**config.mk**
```make
export PLATFORM = sky130hd
export DESIGN_NAME = seq_squarer
export DESIGN_NICKNAME = d
export VERILOG_FILES = /design/src/rtl/sq_pkg.sv /design/src/rtl/sq_abs.sv /design/src/rtl/seq_squarer.sv
export SDC_FILE = /design/constraint.sdc
export NUM_CORES = 1
export LEC_CHECK = 0
export CAP_MARGIN = 20
export CORE_MARGIN = 3
export CORE_UTILIZATION = 45
export CTS_BUF_LIST = sky130_fd_sc_hd__clkbuf_4 sky130_fd_sc_hd__clkbuf_8
export DETAILED_ROUTE_END_ITERATION = 7
export PLACE_DENSITY = 0.66
export SYNTH_ARGS = -nofsm -noshare
export SYNTH_HDL_FRONTEND = slang
export SYNTH_SLANG_ARGS = --single-unit
```
**constraint.sdc**
```tcl
create_clock -name clk -period 2 [get_ports clk]
set_clock_uncertainty 0.2 [all_clocks]
set_input_delay 0.2 -clock clk [delete_from_list [all_inputs] [get_ports clk]]
set_output_delay 0.2 -clock clk [all_outputs]
set_load 0.01 [all_outputs]
```
**src/rtl/sq_pkg.sv**
```systemverilog
// Shared types and sizing helpers for the sequential squarer.
package sq_pkg;

  typedef enum logic [1:0] {
    IDLE = 2'd0,
    CALC = 2'd1,
    DONE = 2'd2
  } sq_state_t;

  localparam int SQ_DEFAULT_WIDTH = 4;
  localparam int SQ_CNT_W         = $clog2(SQ_DEFAULT_WIDTH);

  function automatic int result_width(input int w);
    return 2 * w;
  endfunction

  // Bit-step counter only ever holds WIDTH-1 .. 0.
  function automatic int cnt_width(input int w);
    return (w > 2) ? $clog2(w) : 1;
  endfunction

endpackage

```
**src/rtl/sq_abs.sv**
```systemverilog
// Conditional two's-complement negate producing the operand magnitude.
// For the most negative input the WIDTH-bit result reads as 2^(WIDTH-1) unsigned.
module sq_abs #(
  parameter int WIDTH  = 4,
  parameter int SIGNED = 0
) (
  input  logic [WIDTH-1:0] a,
  output logic [WIDTH-1:0] mag
);

  always_comb begin
    mag = a;
    if ((SIGNED != 0) && a[WIDTH-1]) mag = -a;
  end

endmodule

```
**src/rtl/seq_squarer.sv**
```systemverilog
// Multi-cycle shift-add squarer with valid/ready on both sides.
// Build option SQ_EARLY_TERM_EN: finish as soon as the remaining multiplier bits are zero.
//
// state | meaning
// IDLE  | waiting for an operand, in_ready high
// CALC  | one multiplier bit consumed per clock, busy high
// DONE  | result on D, out_valid high until out_ready
module seq_squarer
  import sq_pkg::*;
#(
  parameter int WIDTH  = 4,
  parameter int SIGNED = 0
) (
  input  logic                            clk,
  input  logic                            rst_n,
  input  logic                            in_valid,
  output logic                            in_ready,
  input  logic [WIDTH-1:0]                A,
  output logic                            out_valid,
  input  logic                            out_ready,
  output logic [result_width(WIDTH)-1:0]  D,
  output logic                            busy
);

  localparam int RW = result_width(WIDTH);
  localparam int CW = cnt_width(WIDTH);

  sq_state_t        state, state_nxt;
  logic [RW-1:0]    acc, mcand, acc_nxt;
  logic [WIDTH-1:0] mult, mult_shift, mag;
  logic [CW-1:0]    cnt;
  logic             calc_last;

  sq_abs #(.WIDTH(WIDTH), .SIGNED(SIGNED)) u_abs (
    .a   (A),
    .mag (mag)
  );

  assign acc_nxt    = mult[0] ? (acc + mcand) : acc;
  assign mult_shift = mult >> 1;

`ifdef SQ_EARLY_TERM_EN
  assign calc_last = (cnt == '0) || (mult_shift == '0);
`else
  assign calc_last = (cnt == '0);
`endif

  always_comb begin
    state_nxt = state;
    in_ready  = 1'b0;
    out_valid = 1'b0;
    busy      = 1'b0;
    case (state)
      IDLE: begin
        in_ready = 1'b1;
        if (in_valid) state_nxt = CALC;
      end
      CALC: begin
        busy = 1'b1;
        if (calc_last) state_nxt = DONE;
      end
      DONE: begin
        out_valid = 1'b1;
        if (out_ready) state_nxt = IDLE;
      end
      default: state_nxt = IDLE;
    endcase
  end

  always_ff @(posedge clk) begin
    if (!rst_n) begin
      state <= IDLE;
      acc   <= '0;
      mcand <= '0;
      mult  <= '0;
      cnt   <= '0;
      D     <= '0;
    end else begin
      state <= state_nxt;
      case (state)
        IDLE: begin
          if (in_valid) begin
            mcand <= {{WIDTH{1'b0}}, mag};
            mult  <= mag;
            acc   <= '0;
            cnt   <= CW'(WIDTH - 1);
          end
        end
        CALC: begin
          acc   <= acc_nxt;
          mcand <= mcand << 1;
          mult  <= mult_shift;
          cnt   <= cnt - 1'b1;
          if (calc_last) D <= acc_nxt;
        end
        default: ;
      endcase
    end
  end

endmodule
```
==> results.json, run 1 <==
{
  "ys_warn_count": 0,
  "finalSetupTns_ps": 0,
  "finalHoldViolations": 0,
  "start_util_pct": 49.4,
  "layout.nets": 240,
  "cap_violations": 0,
  "grt_max_degree": 17,
  "ys.flop_type": "dfxtp_1",
  "crit_path_top_delay_cell": "o211ai_1",
  "first_global_vias": 1499,
  "worstSetupStartpointType": "flip-flop",
  "cp.depth": 5,
  "wl_per_cell_um": 15.7,
  "dr.pass1.iters": 6,
  "cts-root-buf": "clkbuf_8",
  "path_max_fanout": 4,
  "die_h_um": 68.1,
  "yosys.area.top_type": "dfxtp_1",
  "grt_pass1_wl_um": 7150,
  "required_ps": 1980,
  "vias_per_cell": 5.87,
  "fp-row-count": 21,
  "cp_num_buf_inv": 0,
  "cts.sinks": 32,
  "grt_usage_pct": 20.6,
  "cts_made_buffers": 5,
  "drc": 0,
  "cts_hold_buf": 0,
  "hpwl_um": 3070,
  "period_share_pct": 98.4,
  "die_w_um": 68.1,
  "crit-reg2reg-launch": "mcand[2]$_SDFFE_PN0P_",
  "gp_congestion": 0.908,
  "hold_depth": 2,
  "leakage_nw": 0.908,
  "cts_max_path_buffers": 2,
  "async_flop_share_pct": 0,
  "clk_pin_slew_worst_paths_ps": 70,
  "irDropWorstVdd_uv": 386,
  "p_switching_mw": 0.440,
  "antenna_found_initial": 0,
  "yosys-top-cells-area": "dfxtp_1 (37%), ha_1 (5.8%), a21oi_1 (4.0%), o21ai_0 (3.2%), nand2_1 (3.0%)",
  "placed_area_um2": 2050,
  "drt_iter0_markers": 155,
  "seq_area_frac_synth_pct": 36.9,
  "critPathTopFamily": "compound AO/OA/AOI/OAI gates",
  "grt.overflow.total": 0,
  "worstRegToRegCells": 5,
  "power.density_nw_per_um2": 703,
  "cts-htree-levels": 2,
  "final_common_cell": "dfxtp_1",
  "fin_util_pct": 61.6,
  "max_freq_ghz": 0.508,
  "clock_power_share_pct": 32.1,
  "status": "completed",
  "synth-edff-count": 0,
  "top_level_ports": 19,
  "portBuffers": 18,
  "antenna_violating_nets_post_route": 0,
  "min_from": "cnt[1]$_SDFFE_PN0P_",
  "setup_viol": 0,
  "cpPeakStageDelay_ps": 370,
  "synth_nets": 208,
  "crit_path_start": "mcand[2]$_SDFFE_PN0P_",
  "drive_gt1_share_pct": 19.7,
  "p_int_mw": 1.08,
  "yosys.area.top_type_share_pct": 36.9,
  "worst_slew_margin_rel_pct": 65.4,
  "layout_common_cells": "dfxtp_1 (28), clkdlybuf4s50_1 (18), buf_4 (18)",
  "fillers": 324,
  "vias": 1580,
  "p_seq_share_pct": 47.5,
  "netlist_instances": 191,
  "crit_arrival_ps": 1950,
  "crit_chain": "ha_1, o211ai_1, o211ai_1, o2bb2ai_1, a41o_1",
  "finalMaxSlewViolations": 0,
  "area_growth_pct": 24.8,
  "hold_path_class": "flip-flop to flip-flop",
  "synth.avg_cell_area_um2": 9.10,
  "routed_wl_um": 4220,
  "period_needed_ps": 1970,
  "tightest_slew_ps": 519,
  "dieArea_um2": 4640,
  "syn-cell-area_um2": 1740,
  "final_area_um2": 2170,
  "ys_types": 46,
  "core_area_um2": 3520,
  "p_comb_share_pct": 20.4,
  "crit_top_cell": "o211ai_1",
  "critPathKind": "flip-flop to flip-flop",
  "rsz0062_at_grt": "true",
  "swShare_pct": 28.9,
  "end_kind": "flip-flop",
  "num_antenna_cells": 0,
  "ys_seq_elements": 32,
  "cts_tree": "built",
  "clock_latency_ps": 290
}
cell type report:
| type | count | area (um2) | share of cell area, % |
|---|---|---|---|
| multi-input cells | 141 | 1040 | 48.0 |
| repair buffers | 36 | 315 | 14.5 |
| inverters | 7 | 28.8 | 1.33 |
| clock inverters | 1 | 5.00 | 0.231 |
| well taps | 46 | 57.6 | 2.65 |
| flip-flops and latches | 32 | 646 | 29.8 |
| clock buffers | 6 | 76.3 | 3.52 |
cells in the mapped netlist (4+ instances only):
library cell  count
dfxtp_1          32
a21oi_1          14
nand2_1          14
o21ai_0          11
ha_1              8
nor2b_1           8
nor2_1            7
nand2b_1          6
o221ai_1          6
a22o_1            5
inv_1             5
a22oi_1           4
buf_2             4
clkbuf_1          4
o22ai_1           4
metal layers:
layer  GRT usage [%]  share of wire (%)  vias up
li1                -                  -      767
met1            26.0                 45      757
met2            33.3                 47       49
met3            5.42                6.5        7
met4            8.19                1.5        0
met5               0                  0        -
what timing repair did:
action	CTS	global route
pin swaps	1	0
endpoints found under the hold margin	0	0
setup buffers	1	0
endpoints found under the setup margin	1	8
resized for setup	1	9
worst reg2reg max path: cells and delay by family, from the launching register on:
kind	cells	cell delay, ps
compound gates	4	950
fa+ha+maj	1	360
flops	1	340
state kept, by name (all words and copies together), names as in the netlist:
signal	count
state	2
mult	4
acc	8
mcand	8
D	8
cnt	2
stage by stage:
| step | worst slack [ps] | hold WS, ps | instances | power (mW) |
|---|---|---|---|---|
| global placement | 27.7 | 237 | 261 | 1.03 |
| CTS | 1.71 | 262 | 269 | 1.53 |
| detailed placement | -13.8 | 253 | 261 | 1.04 |
| finish | 32.1 | 261 | 269 | 1.52 |
| floorplan | 13.2 | 196 | 191 | 0.917 |
| global route | -25.1 | 289 | 269 | 1.60 |
logic make-up (layout without fill, tap and decap cells):
kind of cell,after synthesis,in the layout,synth area share [%]
buffers and inverters,18,50,5.18
DFF,32,32,36.9
AOI/OAI and AO/OA,69,69,28.7
xor gates and xnor gates,6,6,3.02
and+or+nand+nor,51,51,15.6
adders and majority gates,9,9,6.91
muxes,6,6,3.67
worst paths after layout:
path	endpoint	slack (ps)
worst min-delay path	cnt[1]$_SDFFE_PN0P_	260
worst max-delay path	D[7]$_SDFFE_PN0P_	30
worst min register to register	cnt[1]$_SDFFE_PN0P_	260
worst max register to register	D[7]$_SDFFE_PN0P_	30
power groups by stage:
stage / Clock, mW / Combinational [mW] / Sequential [mW]
final: 0.489 / 0.311 / 0.724
after global placement: 0 / 0.297 / 0.733
after floorplan: 0 / 0.197 / 0.720
after CTS: 0.500 / 0.309 / 0.720
after global routing: 0.522 / 0.343 / 0.730
after detailed placement: 0 / 0.306 / 0.735
No activity file was read; power rests on OpenSTA's default activity.
==> run 2, diff against run 1 <==
CORE_UTILIZATION = 40   (was 45)
PLACE_DENSITY = unset   (was 0.66)
PLACE_DENSITY_LB_ADDON = 0.1   (was unset)
TNS_END_PERCENT = 10   (was unset)
==> results.json, run 2 (synthesis results as in run 1) <==
{
  "wl_per_cell_um": 15.1,
  "cts-root-buf": "clkbuf_8",
  "cap_violations": 0,
  "drive_gt1_share_pct": 19.0,
  "drc": 0,
  "period_share_pct": 99.0,
  "top_regs": "D (8), acc (8), mcand (8)",
  "drt_iter0_markers": 85,
  "worstRegToRegCells": 6,
  "hold_depth": 2,
  "max_freq_ghz": 0.505,
  "die_h_um": 71.9,
  "dr.pass1.iters": 4,
  "dieArea_um2": 5170,
  "hold_ws_ps": 267,
  "grt_usage_pct": 17.2,
  "cts_max_path_buffers": 2,
  "fp-row-count": 23,
  "cts-htree-levels": 2,
  "cts_tree": "built",
  "area_growth_pct": 25.6,
  "gp_congestion": 0.831,
  "antenna_violating_nets_post_route": 0,
  "irDropWorstVdd_uv": 626,
  "vias": 1515,
  "period_needed_ps": 1980,
  "post-place-ws_ps": -9.85,
  "clk_pin_slew_worst_paths_ps": 70,
  "core_area_um2": 4090,
  "final_area_um2": 2180,
  "placed_area_um2": 2040,
  "required_ps": 1980,
  "vias_per_cell": 5.59,
  "top_level_ports": 19,
  "reg2reg_to": "acc[6]$_SDFFE_PN0P_",
  "status": "completed",
  "cts_made_buffers": 5,
  "postCtsSetupBuffers": 0,
  "crit-reg2reg-launch": "mcand[0]$_SDFFE_PN0P_",
  "clock_latency_ps": 290,
  "final_common_cell": "dfxtp_1",
  "finalMaxSlewViolations": 0,
  "portBuffers": 18,
  "worst_slew_margin_rel_pct": 67.5,
  "hpwl_um": 3050,
  "num_antenna_cells": 0,
  "whs_endpoint": "cnt[1]$_SDFFE_PN0P_",
  "leakage_nw": 0.916,
  "first_global_vias": 1472,
  "die_w_um": 71.9,
  "dp_cells": 263,
  "layout_common_cells": "dfxtp_1 (28), clkdlybuf4s50_1 (17), buf_4 (15)",
  "layout.nets": 237,
  "tightest_slew_ps": 487,
  "grt.overflow.total": 0,
  "fin_cells": 271,
  "worstSetupStartpointType": "flip-flop",
  "cts.sinks": 32,
  "routed_wl_um": 4100,
  "power.density_nw_per_um2": 755,
  "r2r_slack_ps": 20,
  "setup_viol": 0,
  "end_kind": "flip-flop",
  "cts_hold_buf": 0,
  "finalHoldViolations": 0,
  "min_from": "cnt[1]$_SDFFE_PN0P_",
  "crit_arrival_ps": 1960,
  "path_max_fanout": 2,
  "fin_ws_ps": 19.5,
  "hold_path_class": "flip-flop to flip-flop",
  "critPathKind": "flip-flop to flip-flop",
  "grt_pass1_wl_um": 6880,
  "rsz0062_at_grt": "true",
  "start_util_pct": 42.5,
  "antenna_found_initial": 0,
  "grt_max_degree": 23
}
-- run 2: changes by cell type in the layout (fill, tap and decap cells not counted), sizes merged --
cell,change
buf,-3
bufinv,+1
clkbuf,-1
clkdlybuf4s50,-1
clkinvlp,+1
dlymetal6s2s,+1
-- run 2: worst max-delay path by stage --
stage | endpoint | slack [ps] | start | cells past startpoint
global route | acc[6]$_SDFFE_PN0P_ | -50 | acc[0]$_SDFFE_PN0P_ | 6
global placement | D[4]$_SDFFE_PN0P_ | 30 | acc[0]$_SDFFE_PN0P_ | 6
floorplan | D[4]$_SDFFE_PN0P_ | 10 | acc[0]$_SDFFE_PN0P_ | 6
finish | acc[6]$_SDFFE_PN0P_ | 20 | mcand[0]$_SDFFE_PN0P_ | 6
CTS | acc[6]$_SDFFE_PN0P_ | 3 | acc[0]$_SDFFE_PN0P_ | 6
detailed placement | D[4]$_SDFFE_PN0P_ | -10 | acc[0]$_SDFFE_PN0P_ | 6
-- run 2: where the power goes --
group / total, mW / switching, mW / internal [mW]
Sequential: 0.721 / 0.0424 / 0.679
Clock: 0.621 / 0.253 / 0.368
Combinational: 0.304 / 0.153 / 0.151
-- run 2: worst max-delay path, cell delays in order, from the launching register on --
cell and delay (ps):
dfxtp_2 340, ha_4 160, fa_2 340, a21o_1 220, a221oi_2 280, xnor2_1 120
a22o_1 230
-- run 2: per-stage QoR --
stage / util (%) / setup TNS [ps] / power (mW)
5_1_grt: 53.4 / -70.7 / 1.73
3_5_place_dp: 49.9 / -9.85 / 1.04
4_1_cts: 52.8 / 0 / 1.67
3_3_place_gp: 49.9 / 0 / 1.03
2_1_floorplan: - / 0 / 0.917
6_report: 53.4 / 0 / 1.65
-- run 2: area by class of cell --
cell class                 instances  area (um2)
sequential                        32         646
clock buffer                       5        68.8
multi-input combinational        141        1040
timing repair buffer              33         295
fill                             381        1900
tap                               50        62.6
clock inverter                     3        42.5
inverter                           7        28.8
-- run 2: what timing repair did --
action,4_1_cts,5_1_grt
endpoints found under the hold margin,0,0
gates cloned,0,0
endpoints found under the setup margin,3,7
gates resized for setup,4,7
pin swaps,2,0
-- run 2: routing by layer --
metal | vias to the layer above | share of wire [%] | global-route usage (%)
met3 | 6 | 3.5 | 4.57
li1 | 758 | - | -
met1 | 726 | 45 | 20.4
met2 | 25 | 50 | 29.7
met4 | 0 | 1.3 | 6.47
met5 | - | 0 | 0
==> run 3, diff against run 2 <==
DONT_BUFFER_PORTS = 1   (was unset)
==> results.json, run 3 (synthesis results as in run 1) <==
{
  "grt.overflow.total": 0,
  "start_util_pct": 42.5,
  "grt_usage_pct": 17.4,
  "drt_iter0_markers": 43,
  "leakage_nw": 0.840,
  "cp_num_buf_inv": 0,
  "dr.pass1.iters": 5,
  "register_area_um2": 644,
  "status": "completed",
  "layout_common_cells": "dfxtp_1 (29), nand2_1 (14), a21oi_1 (13)",
  "cts_max_path_buffers": 2,
  "worst_slew_margin_rel_pct": 38.3,
  "rsz0062_at_grt": "true",
  "cap_violations": 0,
  "top_level_ports": 19,
  "period_share_pct": 99.4,
  "vias_per_cell": 5.72,
  "tightest_slew_ps": 923,
  "dieArea_um2": 5170,
  "fp-row-count": 23,
  "power.density_nw_per_um2": 790,
  "antenna_found_initial": 0,
  "critPathKind": "flip-flop to flip-flop",
  "antenna_violating_nets_post_route": 0,
  "area_growth_pct": 16.4,
  "die_h_um": 71.9,
  "crit_path_start": "mcand[0]$_SDFFE_PN0P_",
  "layout.nets": 221,
  "cpPeakStageDelay_ps": 360,
  "crit_chain": "ha_4, fa_2, a21o_1, a21oi_2, mux2_4, a31oi_1",
  "routed_wl_um": 4080,
  "top_regs": "D (8), acc (8), mcand (8)",
  "crit-reg2reg-launch": "mcand[0]$_SDFFE_PN0P_",
  "final_common_cell": "dfxtp_1",
  "clk_pin_slew_worst_paths_ps": 70,
  "hold_ws_ps": 9.86,
  "end_kind": "flip-flop",
  "placed_area_um2": 1820,
  "irDropWorstVdd_uv": 414,
  "critPathTopFamily": "compound AO/OA/AOI/OAI gates",
  "drc": 0,
  "required_ps": 2010,
  "crit_arrival_ps": 2000,
  "cts.sinks": 32,
  "num_antenna_cells": 0,
  "cts-root-buf": "clkbuf_8",
  "grt_max_degree": 29,
  "first_global_vias": 1472,
  "r2r_slack_ps": 10,
  "die_w_um": 71.9,
  "finalMaxSlewViolations": 0,
  "clock_latency_ps": 290,
  "final_area_um2": 2020,
  "cts-htree-levels": 2,
  "finalHoldViolations": 0,
  "max_freq_ghz": 0.503,
  "hpwl_um": 2850,
  "worstSetupStartpointType": "flip-flop",
  "portBuffers": 0,
  "fillers": 404,
  "min_from": "A[3]",
  "drive_gt1_share_pct": 17.6,
  "cts_tree": "built",
  "multi_input_area_um2": 1030,
  "wl_per_cell_um": 16.0,
  "cts_made_buffers": 5,
  "grt_pass1_wl_um": 7040,
  "crit_path_top_delay_cell": "fa_2",
  "gp_congestion": 0.811,
  "hold_path_class": "input port to flip-flop",
  "setup_viol": 0,
  "period_needed_ps": 1990,
  "vias": 1458,
  "core_area_um2": 4090,
  "path_max_fanout": 2
}
[run 3: worst paths after layout]
| check | cells past startpoint | end |
|---|---|---|
| max | 6 | D[4]$_SDFFE_PN0P_ |
| min | 4 | mcand[3]$_SDFFE_PN0P_ |
| max reg2reg | 6 | D[4]$_SDFFE_PN0P_ |
| min reg2reg | 2 | cnt[1]$_SDFFE_PN0P_ |
[run 3: report_power, final]
part / internal, mW / switching, mW
Combinational: 0.113 / 0.137
Clock: 0.368 / 0.252
Sequential: 0.679 / 0.0495
[run 3: tightest hold or removal path, cell delays in order]
cell and delay [ps]:
nor2_1 70, nand2_1 60, o21ai_0 60, a21oi_1 60
[run 3: metal layers]
metal  wire (um)  part of all wire [%]  track usage (%)
met2        2050                    50             31.0
met5           0                     0                0
met3         207                   5.1             5.26
met1        1740                    43             19.4
met4          71                   1.7             6.68
[run 3: what timing repair did]
action / in CTS / in global routing
hold buffers: 6 / 0
pin swaps: 2 / 6
endpoints found under the hold margin: 27 / 0
gates resized for setup: 2 / 7
gates cloned: 0 / 0
buffers inserted: 0 / 1
setup endpoints to repair: 1 / 5
[run 3: area by class of cell]
cell class              count  area share, %
repair buffers             17           7.05
clock buffers               5           3.40
well taps                  50           3.09
clock inverters             3           2.10
flip-flops and latches     32           31.8
inverters                   7           1.42
multi-input cells         141           51.1
[run 3: through the flow]
step           utilization, %  setup WS (ps)  TNS [ps]  cells  total power, mW
6_report                 49.5           12.2         0    255             1.60
5_1_grt                  49.5          -45.3      -173    255             1.68
4_1_cts                  48.9           9.53         0    254             1.62
3_5_place_dp             44.5          -6.76     -6.76    240            0.971
3_3_place_gp             44.5          -4.86     -4.86    240            0.963
2_1_floorplan               -           13.2         0    191            0.917
